File: config.mk
export PLATFORM = sky130hd
export DESIGN_NAME = dram_fifo32_ctrl
export DESIGN_NICKNAME = d
export VERILOG_FILES = /design/src/rtl/dram_fifo32_ctrl.sv
export SDC_FILE = /design/constraint.sdc
export NUM_CORES = 1
export LEC_CHECK = 0
export CAP_MARGIN = 20
export CORE_MARGIN = 5
export CORE_UTILIZATION = 43
export CTS_CLUSTER_DIAMETER = 60
export CTS_CLUSTER_SIZE = 28
export DETAILED_ROUTE_END_ITERATION = 10
export PLACE_DENSITY = 0.86
export SYNTH_ARGS = -nofsm -noshare
export SYNTH_HDL_FRONTEND = slang
export SYNTH_SLANG_ARGS = --single-unit
File: constraint.sdc
create_clock -name CLK -period 3.8 [get_ports CLK]
set_input_delay 1.14 -clock CLK [delete_from_list [all_inputs] [get_ports CLK]]
set_output_delay 1.14 -clock CLK [all_outputs]
set_load 0.01 [all_outputs]
File: src/rtl/dram_fifo32_ctrl.sv
// Pointer, flag and output-register stage for a 32-entry FIFO built on a
// 32-deep distributed RAM with asynchronous read and synchronous write.
module dram_fifo32_ctrl #(
  parameter int DW         = 16,
  parameter int AFULL_THR  = 28,
  parameter int AEMPTY_THR = 4
) (
  input  logic          CLK,
  input  logic          RST_N,
  input  logic          CLR,
  input  logic          PUSH,
  input  logic [DW-1:0] DIN,
  input  logic          POP,
  output logic [DW-1:0] DOUT,
  output logic          DVALID,
  output logic          FULL,
  output logic          EMPTY,
  output logic          ALMOST_FULL,
  output logic          ALMOST_EMPTY,
  output logic [5:0]    COUNT,
  output logic          OVERFLOW,
  output logic          UNDERFLOW,
  output logic          RAM_WE,
  output logic [4:0]    RAM_WADDR,
  output logic [4:0]    RAM_RADDR,
  output logic [DW-1:0] RAM_DI,
  input  logic [DW-1:0] RAM_DO
);

  localparam logic [6:0] AFULL_T  = 7'(AFULL_THR);
  localparam logic [6:0] AEMPTY_T = 7'(AEMPTY_THR);

  logic [5:0]    wr_ptr;
  logic [5:0]    rd_ptr;
  logic [5:0]    occupancy;
  logic          full;
  logic          empty;
  logic          push_ok;
  logic          pop_ok;
  logic [DW-1:0] dout_q;
  logic          dvalid_q;
  logic          overflow_q;
  logic          underflow_q;

  // Flags come only from the registered pointers; the 6th bit tells full from empty.
  always_comb begin
    occupancy = wr_ptr - rd_ptr;
    empty     = (wr_ptr == rd_ptr);
    full      = (wr_ptr[4:0] == rd_ptr[4:0]) && (wr_ptr[5] != rd_ptr[5]);
    push_ok   = PUSH && !full;
    pop_ok    = POP && !empty;
  end

  always_ff @(posedge CLK or negedge RST_N) begin
    if (!RST_N) begin
      wr_ptr      <= '0;
      rd_ptr      <= '0;
      dout_q      <= '0;
      dvalid_q    <= 1'b0;
      overflow_q  <= 1'b0;
      underflow_q <= 1'b0;
    end else if (CLR) begin
      wr_ptr      <= '0;
      rd_ptr      <= '0;
      dout_q      <= '0;
      dvalid_q    <= 1'b0;
      overflow_q  <= 1'b0;
      underflow_q <= 1'b0;
    end else begin
      if (push_ok) begin
        wr_ptr <= wr_ptr + 6'd1;
      end
      if (pop_ok) begin
        rd_ptr   <= rd_ptr + 6'd1;
        dout_q   <= RAM_DO;
        dvalid_q <= 1'b1;
      end else begin
        dvalid_q <= 1'b0;
      end
      if (PUSH && full) begin
        overflow_q <= 1'b1;
      end
      if (POP && empty) begin
        underflow_q <= 1'b1;
      end
    end
  end

  // The write strobe is gated by reset and clear so a discarded request never lands in RAM.
  always_comb begin
    RAM_WE       = push_ok && RST_N && !CLR;
    RAM_WADDR    = wr_ptr[4:0];
    RAM_RADDR    = rd_ptr[4:0];
    RAM_DI       = DIN;
    COUNT        = occupancy;
    FULL         = full;
    EMPTY        = empty;
    ALMOST_FULL  = ({1'b0, occupancy} >= AFULL_T);
    ALMOST_EMPTY = ({1'b0, occupancy} <= AEMPTY_T);
    DOUT         = dout_q;
    DVALID       = dvalid_q;
    OVERFLOW     = overflow_q;
    UNDERFLOW    = underflow_q;
  end

endmodule
==> results of run 1 <==
## worst register-to-register path, stage by stage, from the launching register on
cell and delay, ns:
dfrtp_1 0.44, ha_1 0.43, and4_1 0.30, a31oi_2 0.53, buf_4 0.30, xnor2_1 0.13, nor2_1 0.06
## final timing paths
path | start | end | slack [ns]
max | PUSH | RAM_WE | 0.06
min | UNDERFLOW$_DFFE_PN0P_ | UNDERFLOW$_DFFE_PN0P_ | 0.50
max reg2reg | wr_ptr[4]$_DFFE_PN0P_ | rd_ptr[0]$_DFFE_PN0P_ | 1.48
min reg2reg | UNDERFLOW$_DFFE_PN0P_ | UNDERFLOW$_DFFE_PN0P_ | 0.50
max in group asynchronous | RST_N | wr_ptr[1]$_DFFE_PN0P_ | 2.15
min in group asynchronous | RST_N | DOUT[3]$_DFFE_PN0P_ | 1.33
## metrics by stage
stage               setup WS (ns)  area (sq um)
floorplan                  0.7962          1780
global placement           0.1025          2267
detailed placement         0.1032          2267
CTS                       0.03705          2410
global route             -0.01557          2456
finish                    0.06438          2456
## synthesized netlist by cell type, types with 3 or more instances
cell type	instances	area (sq um)
nand2_1	41	153.9
dfrtp_1	31	775.7
buf_4	26	195.2
a21oi_1	23	115.1
nor2_1	21	78.83
inv_1	11	41.29
ha_1	7	87.58
xnor2_1	7	61.31
xor2_1	7	61.31
nand4_1	4	25.02
clkbuf_1	3	11.26
## power by group
part	switching [W]	internal, W
sequential	0.0000175	0.000361
clock	0.000117	0.000142
combinational	0.000210	0.000230
## sequential cells by signal, summed over array words and instances, names as in the netlist
register   count
DVALID         1
wr_ptr         6
UNDERFLOW      1
OVERFLOW       1
DOUT          16
rd_ptr         6
## placed cells by master (no fill, tap or decap)
| master | Yosys | final |
|---|---|---|
| o21ai_0 | 2 | 1 |
| xor2_1 | 7 | 6 |
| o311ai_4 | 0 | 1 |
| nor2b_1 | 1 | 1 |
| ha_1 | 7 | 5 |
| nor2_2 | 0 | 1 |
| and4_1 | 1 | 1 |
| dlymetal6s2s_1 | 0 | 1 |
| ha_4 | 0 | 2 |
| a21oi_1 | 23 | 22 |
| inv_2 | 0 | 1 |
| a21oi_2 | 0 | 1 |
| xnor2_1 | 7 | 7 |
| dfrtp_2 | 0 | 2 |
| clkinv_2 | 0 | 1 |
| xor2_2 | 0 | 1 |
| dfrtp_1 | 31 | 29 |
| nand4_1 | 4 | 4 |
| inv_1 | 11 | 10 |
| fa_2 | 0 | 1 |
| clkdlybuf4s50_1 | 0 | 59 |
| a31oi_1 | 2 | 1 |
| and3_1 | 2 | 2 |
| buf_4 | 26 | 10 |
| a2111oi_2 | 1 | 1 |
| nand2_1 | 41 | 41 |
| and3b_1 | 1 | 1 |
| a31oi_2 | 1 | 2 |
| clkbuf_8 | 0 | 6 |
| or4_4 | 0 | 1 |
| o21ai_2 | 1 | 2 |
| nand2b_1 | 2 | 2 |
| nor2_1 | 21 | 20 |
| a31o_2 | 1 | 1 |
## repair_timing
item                       in CTS  in global routing
setup buffers                   2                  2
resized for setup               4                 11
setup endpoints to repair       3                  3
## area by class of cell
cell class / instances / area (sq um)
inverter: 11 / 41.29
tap: 50 / 62.56
clock buffer: 6 / 82.58
clock inverter: 1 / 5.005
sequential: 31 / 778.2
timing repair buffer: 70 / 678.2
multi-input combinational: 128 / 808.3
fill: 358 / 1544
## metal layers
metal	wire [um]	track usage, %
met5	0	0
met4	14	3.953
met3	402	8.243
met2	2211	28.15
met1	1755	18.67
## kinds of logic after synthesis
group	Yosys count	share of synthesized area, %
AND/OR/NAND/NOR	74	17.64
buffers and inverters	43	15.11
AO/OA/AOI/OAI	32	10.75
flip-flops	31	43.57
XOR/XNOR	14	6.887
adder cells (fa/ha/maj)	8	6.043
==> run metrics, run 1 <==
setup tns final=0 ns; ant diodes=0; Seq/Total Area, Yosys=43.57%; Hold Path Depth=2; WP buf/inv=3; Final setup viols=0; HPWL Detailed=between 3 and 4 mm; Post-synth EDFFs=0; nets@finish=292; Critical Path AT=about 2.6 ns; Skew-Pair Late Insertion Delay=approximately 0.28 ns; Die ar.=5527 sq um; post-route insts no fill=297; Required @ worst endpoint=~2.7 ns; total grt overflow=0; Inst Count DP=~290; post-layout util=about three fifths; CP peak stage delay=0.53 ns; Worst path depth=5; syn nets=roughly 250; Worst path slowest cell=clkdlybuf4s50_1; routed via count=about 1500; Final Max Tran Viols=0; Crit path max-delay family=buffers and inverters; Worst-Margin Slew=0.7260 ns; Netlist Area Pre-Place=1780 sq um; f_max=267.7 MHz; Syn-to-layout area delta=37.95%; first-pass GRT wire length=around 6.9 mm; Tcrit/Tclk final=98.31%; outcome=finished, final reports clean; flops & latches, synth=31; Pleak=approximately 1.1 nW; Cell variety after synth=27; initial antenna violation count=0; CP Class=in -> out; post-synthesis average cell area=8.814 sq um; DR pass1 iterations=4; CTS Buffer Depth=2; Post-CTS Hold Buffers=0; # IOs=93; Synth Flop Type=dfrtp_1; vias in the first global route=1474; fin crit period=3.736 ns; crit end category=output pin; CTS tree=yes; ANT nets after route=0; die width=74.35 um; core area=4000 sq um; CP max FO=2; Synth Warn #=0; Post-Synthesis Cells=202; CP Cell Sequence=clkdlybuf4s50_1 > inv_1 > a31oi_2 > and3b_1 > clkdlybuf4s50_1; # H-tree levels=2; largest net degree at the start of global routing=32; Vias/cell=between 4 and 5; worst vdd ir=0.0002812 V; Hold WS=0.4957 ns; # Max-Cap Violations=0; total power draw=0.001077 W; port bufs=60; drc violations=0; Die Ht=about 74 um; most used cell, CP=clkdlybuf4s50_1; Initial Utilization=44.51%; Worst-path clk slew=around 0.06 ns; relative slew slack=51.59%; initial drt markers=137; CTS sink count=31; clock skew=between 0.008 and 0.009 ns; Hold Path Class=reg -> reg; DRT Wirelength=around 4.4 mm; Core Rows=23; Final Hold Viols=0; Worst R2R Path Depth=6; Total GRT Usage=16.54%; share of cells above drive strength 1=13.77%; CP Launch Type=primary input; async set or reset register ratio after synthesis=100.0%; Routed wire per std cell=between 10 and 15 um; GPL Wtd Cong=0.7895; PwrDens=approximately 440 nW/um^2; CTS root buf=clkbuf_8; CTS buffer count=5
(Power assumes the default switching activity.)
==> run 2, diff against run 1 <==
- CORE_ASPECT_RATIO: not set -> 0.5
==> run 2 against run 1 <==
Effect of this change: hold slack improved by 0.0057 ns; sequential power increased by 1%; critical path type is now reg -> out; largest cell class unchanged; critical path depth increased by 3; wire length decreased by 0.66%; global-route usage decreased by 0.17 points.
==> run metrics, run 2 (synthesized netlist as in run 1, its figures left out) <==
CTS sink count=31 (unchanged); largest net degree at the start of global routing=32 (unchanged); CP Capture Point=ALMOST_FULL; fill cell count=322 (-10%); commonest non-fill, non-tap cell in the layout=clkdlybuf4s50_1; most frequent cells in the layout=clkdlybuf4s50_1 (58), nand2_1 (41), dfrtp_1 (29); # IOs=93 (unchanged); Largest register FFs=16 (unchanged); PwrDens=438.0 nW/um^2 (about the same); Total GRT Usage=16.37% (-0.17 points); Die Ht=55.50 um (-25%); CTS root buf=clkbuf_8; r2r startpoint=wr_ptr[4]$_DFFE_PN0P_; met3 Resource Use GR=3.015% (-5.2 points); Core Rows=16 (-30%); Comb power frac=39.9% (-1.0 points); Reg power frac=35.8% (+0.7 points); Inst Count DP=289 (+1.0%); Final Hold Viols=0 (unchanged); Post-CTS Hold Buffers=0 (unchanged); post-route insts no fill=301 (+1.3%); initial drt markers=101 (-26%); CTS Buffer Depth=2 (unchanged); # Max-Cap Violations=0 (unchanged); # H-tree levels=2 (unchanged); share of cells above drive strength 1=12.55% (-1.2 points); fin crit period=3.704 ns (-0.03201 ns); Worst R2R End=rd_ptr[0]$_DFFE_PN0P_; DRT Wirelength=4.355 mm (-0.66%); DR pass1 iterations=4 (unchanged); Pleak=1.063 nW (+0.23%); crit end category=output pin; Tcrit/Tclk final=97.46% (-0.84 points); Worst-path clk slew=0.07 ns (about the same); CP Class=reg -> out; Power Internal=0.0007262 W (-0.82%); Sequential Area=778.2 sq um (unchanged); GRT busiest layer=met2; Worst R2R Path Depth=6 (unchanged); Skew-Pair Late Insertion Delay=0.28 ns (about the same); CP max FO=5 (+3); Initial Utilization=45.15% (+0.64 points); relative slew slack=50.93% (-0.66 points); post-layout util=61.87% (+0.46 points); Final Max Tran Viols=0 (unchanged); CTS tree=yes; worst vdd ir=0.0002470 V (-12%); vias in the first global route=1528 (+3.7%); Worst-Margin Slew=0.7360 ns (+0.009955 ns); CP Launch Type=register; routed via count=1477 (+0.75%); HPWL Detailed=3.210 mm (+1.3%); ant diodes=0 (unchanged); Routed wire per std cell=14.47 um (-2.0%); initial antenna violation count=0 (unchanged); Vias/cell=4.907 (-0.59%); die width=101 um (+36%); Critical Path AT=2.56 ns (-0.04 ns); clock skew=0.006625 ns (-0.002055 ns); GR Layer Usage met1=19.56% (+0.89 points); Final setup viols=0 (unchanged); multi-input logic area=788.3 sq um (-2.5%); Switching Share=32.05% (+0.066 points); Die ar.=5606 sq um (+1.4%); GPL Wtd Cong=0.7815 (-1.0%); core area=3944 sq um (-1.4%); drc violations=0 (unchanged); nets@finish=292 (unchanged); first-pass GRT wire length=7.417 mm (+7.2%); f_max=270.0 MHz (+0.86%); Syn-to-layout area delta=37.03%; outcome=finished, final reports clean; ANT nets after route=0 (unchanged); total grt overflow=0 (unchanged); Clock Power Share=24.3% (+0.3 points); Required @ worst endpoint=2.66 ns (about the same); R2R setup slack=1.47 ns (about the same); Net Switching=0.0003426 W (-0.52%); start point of the critical path=rd_ptr[2]$_DFFE_PN0P_; port bufs=60 (unchanged); Hold Path Class=reg -> reg; M2 GR Usage=28.72% (+0.57 points); CTS buffer count=5 (unchanged)
## run 2: changes by cell type in the layout (fill, tap and decap cells not counted)
cell and change:
nor2_1 +1, o21ai_0 +1, ha_4 -1, nor2_2 -1
ha_2 +1, o21ai_2 -1, dlygate4sd2_1 +1, a21oi_1 +1
clkdlybuf4s50_1 -1, a21oi_2 -1
## run 2: worst max-delay path, cell delays in order, from the launching register on
cell	delay [ns]
dfrtp_1	0.41
inv_2	0.11
ha_4	0.22
o21ai_0	0.16
a21oi_1	0.09
or4_4	0.51
o311ai_4	0.09
a31o_2	0.15
clkdlybuf4s50_1	0.53
## run 2: through the flow
step | setup TNS [ns] | hold slack, ns | worst slack [ns] | instance area (sq um) | power, W
after detailed placement | 0 | 0.4923 | 0.04332 | 2265 | 0.0007954
after global placement | 0 | 0.4784 | 0.08275 | 2265 | 0.0007861
after floorplan | 0 | 0.5264 | 0.7962 | 1780 | 0.0006138
after CTS | 0 | 0.5064 | 0.02461 | 2379 | 0.001050
after global routing | -0.01168 | 0.5350 | -0.01168 | 2440 | 0.001131
final | 0 | 0.5014 | 0.09639 | 2440 | 0.001069
## run 2: metal layers
layer  vias up  share of wire [%]
met5         -                  0
met4         0                2.1
met3        18                4.6
met2        32                 51
met1       705                 42
li1        722                  -
## run 2: what timing repair did
action                                  CTS  global route
resized for setup                         4             8
setup buffers                             0             5
pin swaps                                 0             0
endpoints found under the setup margin    2             4
## run 2: final cells by class
| type | count | share of cell area [%] |
|---|---|---|
| clock buffers | 6 | 3.385 |
| clock inverters | 1 | 0.2051 |
| repair buffers | 70 | 27.74 |
| well taps | 54 | 2.769 |
| flip-flops and latches | 31 | 31.90 |
| multi-input cells | 128 | 32.31 |
| inverters | 11 | 1.692 |
## run 2: how the worst min path moves through the flow
stage | from | to | slack, ns | cells after the start
6_report | UNDERFLOW$_DFFE_PN0P_ | UNDERFLOW$_DFFE_PN0P_ | 0.50 | 2
5_1_grt | UNDERFLOW$_DFFE_PN0P_ | UNDERFLOW$_DFFE_PN0P_ | 0.53 | 2
4_1_cts | UNDERFLOW$_DFFE_PN0P_ | UNDERFLOW$_DFFE_PN0P_ | 0.51 | 2
3_5_place_dp | UNDERFLOW$_DFFE_PN0P_ | UNDERFLOW$_DFFE_PN0P_ | 0.49 | 2
3_3_place_gp | UNDERFLOW$_DFFE_PN0P_ | UNDERFLOW$_DFFE_PN0P_ | 0.48 | 2
2_1_floorplan | OVERFLOW$_DFFE_PN0P_ | OVERFLOW$_DFFE_PN0P_ | 0.53 | 2
## run 2: power groups by stage
stage               sequential, W  combinational, W  clock, W
global route             0.000387          0.000466  0.000278
detailed placement       0.000388          0.000408         0
global placement         0.000386          0.000400         0
CTS                      0.000382          0.000408  0.000260
finish                   0.000382          0.000427  0.000260
floorplan                0.000398          0.000216         0
==> run 3, diff against run 2 <==
- SETUP_SLACK_MARGIN: not set -> 0.5
==> run 3 against run 2 <==
Effect of this change: hold slack hardly changed; sequential share of layout area is 1.1 points lower; first-iteration DRC count is 11% lower; clock skew is 0.0036 ns lower; critical endpoint unchanged; largest power group unchanged.
==> run metrics, run 3 (synthesized netlist as in run 1, its figures left out) <==
outcome=finished, final reports clean; Syn-to-layout area delta=42.52%; Routed wire per std cell=15.49 um (+7.0%); Largest register FFs=16 (unchanged); largest net degree at the start of global routing=32 (unchanged); fin crit period=3.427 ns (-0.2768 ns); Die Ht=55.50 um (unchanged); die width=101 um (unchanged); CTS buffer count=5 (unchanged); worst min-delay path startpoint=UNDERFLOW$_DFFE_PN0P_; Pleak=1.098 nW (+3.2%); ANT nets after route=0 (unchanged); # IOs=93 (unchanged); # H-tree levels=2 (unchanged); worst vdd ir=0.0002482 V (+0.49%); DR pass1 iterations=4 (unchanged); Final Max Tran Viols=0 (unchanged); core area=3944 sq um (unchanged); # Max-Cap Violations=0 (unchanged); post-route insts no fill=304 (+1.0%); vias in the first global route=1605 (+5.0%); total power draw=0.001103 W (+3.2%); Worst-path clk slew=0.06 ns (about the same); Hold WS=0.5013 ns (-0.0001160 ns); Required @ worst endpoint=2.66 ns (about the same); Hold Path Class=reg -> reg; Critical Path AT=2.29 ns (-0.27 ns); CP Launch Type=register; CP max FO=5 (unchanged); CTS root buf=clkbuf_8; post-layout util=64.34% (+2.5 points); Die ar.=5606 sq um (unchanged); relative slew slack=51.84% (+0.91 points); Core Rows=16 (unchanged); Inst Count DP=289 (unchanged); CP Class=reg -> out; CTS sink count=31 (unchanged); total grt overflow=0 (unchanged); most frequent cells in the layout=clkdlybuf4s50_1 (52), nand2_1 (41), dfrtp_1 (27); f_max=291.8 MHz (+8.1%); Worst-Margin Slew=0.7223 ns (-0.01367 ns); routed via count=1531 (+3.7%); DRT Wirelength=4.708 mm (+8.1%); r2r startpoint=rd_ptr[4]$_DFFE_PN0P_; Total GRT Usage=17.06% (+0.69 points); PwrDens=434.9 nW/um^2 (-0.72%); RSZ-0062 raised after global routing=true; drc violations=0 (unchanged); HPWL Detailed=3.210 mm (unchanged); nets@finish=295 (+1.0%); CTS Buffer Depth=2 (unchanged); Skew-Pair Late Insertion Delay=0.28 ns (about the same); Tcrit/Tclk final=90.18% (-7.3 points); share of cells above drive strength 1=20.00% (+7.4 points); commonest non-fill, non-tap cell in the layout=clkdlybuf4s50_1; initial drt markers=90 (-11%); Final Hold Viols=0 (unchanged); Final setup viols=0 (unchanged); setup tns final=0 ns (unchanged); initial antenna violation count=0 (unchanged); crit end category=output pin; clock skew=0.003010 ns (-0.003615 ns); Vias/cell=5.036 (+2.6%); Initial Utilization=45.15% (unchanged); CTS tree=yes; first-pass GRT wire length=7.721 mm (+4.1%); GPL Wtd Cong=0.7815 (unchanged); ant diodes=0 (unchanged); port bufs=60 (unchanged); start point of the critical path=rd_ptr[2]$_DFFE_PN0P_; fill cell count=309 (-4.0%)
run 3: routing by layer:
metal	GRT usage, %	share of wire [%]	up-vias
met5	0	0	-
met4	7.955	1.9	0
met3	3.266	4.8	18
met2	29.93	53	54
met1	20.05	40	733
li1	-	-	726
run 3: final cells by class:
class | count | area [sq um] | share of cell area, %
Multi-Input combinational cell | 128 | 878.3 | 34.62
Sequential cell | 31 | 780.7 | 30.77
Timing Repair Buffer | 73 | 681.9 | 26.87
Clock buffer | 6 | 82.58 | 3.254
Tap cell | 54 | 67.56 | 2.663
Inverter | 11 | 41.29 | 1.627
Clock inverter | 1 | 5.005 | 0.1972
run 3: path summary, 6_finish.rpt:
| check | to | slack, ns | cells after the start |
|---|---|---|---|
| max | ALMOST_FULL | 0.37 | 8 |
| min | UNDERFLOW$_DFFE_PN0P_ | 0.50 | 2 |
| max reg2reg | rd_ptr[0]$_DFFE_PN0P_ | 1.56 | 7 |
| min reg2reg | UNDERFLOW$_DFFE_PN0P_ | 0.50 | 2 |
| max in group asynchronous | rd_ptr[0]$_DFFE_PN0P_ | 2.21 | 2 |
| min in group asynchronous | DOUT[11]$_DFFE_PN0P_ | 1.29 | 2 |
run 3: power by group:
part	switching, W	leakage [nW]	internal (W)
clock network	0.000119	0.0470	0.000142
registers	0.0000197	0.418	0.000361
logic	0.000227	0.633	0.000235
total	0.000366	1.10	0.000738
run 3: repair_timing:
item,4_1_cts,5_1_grt
gates resized for setup,27,19
cloned,0,0
hold buffers,0,0
setup endpoints to repair,9,8
buffers inserted,6,2
pin swaps,1,1
endpoints found under the hold margin,0,0
run 3: worst max-delay path, stage by stage (launching register included):
cell	delay, ns
dfrtp_1	0.41
inv_2	0.10
ha_4	0.22
o21ai_1	0.19
a21oi_2	0.08
or4_4	0.51
o311ai_4	0.11
a31o_2	0.16
clkdlybuf4s15_1	0.23
run 3: per-stage QoR:
stage	setup WS [ns]	instance area, sq um
2_1_floorplan	0.7962	1780
3_3_place_gp	0.08275	2265
3_5_place_dp	0.04332	2265
4_1_cts	0.3383	2455
5_1_grt	0.3161	2537
6_report	0.3732	2537
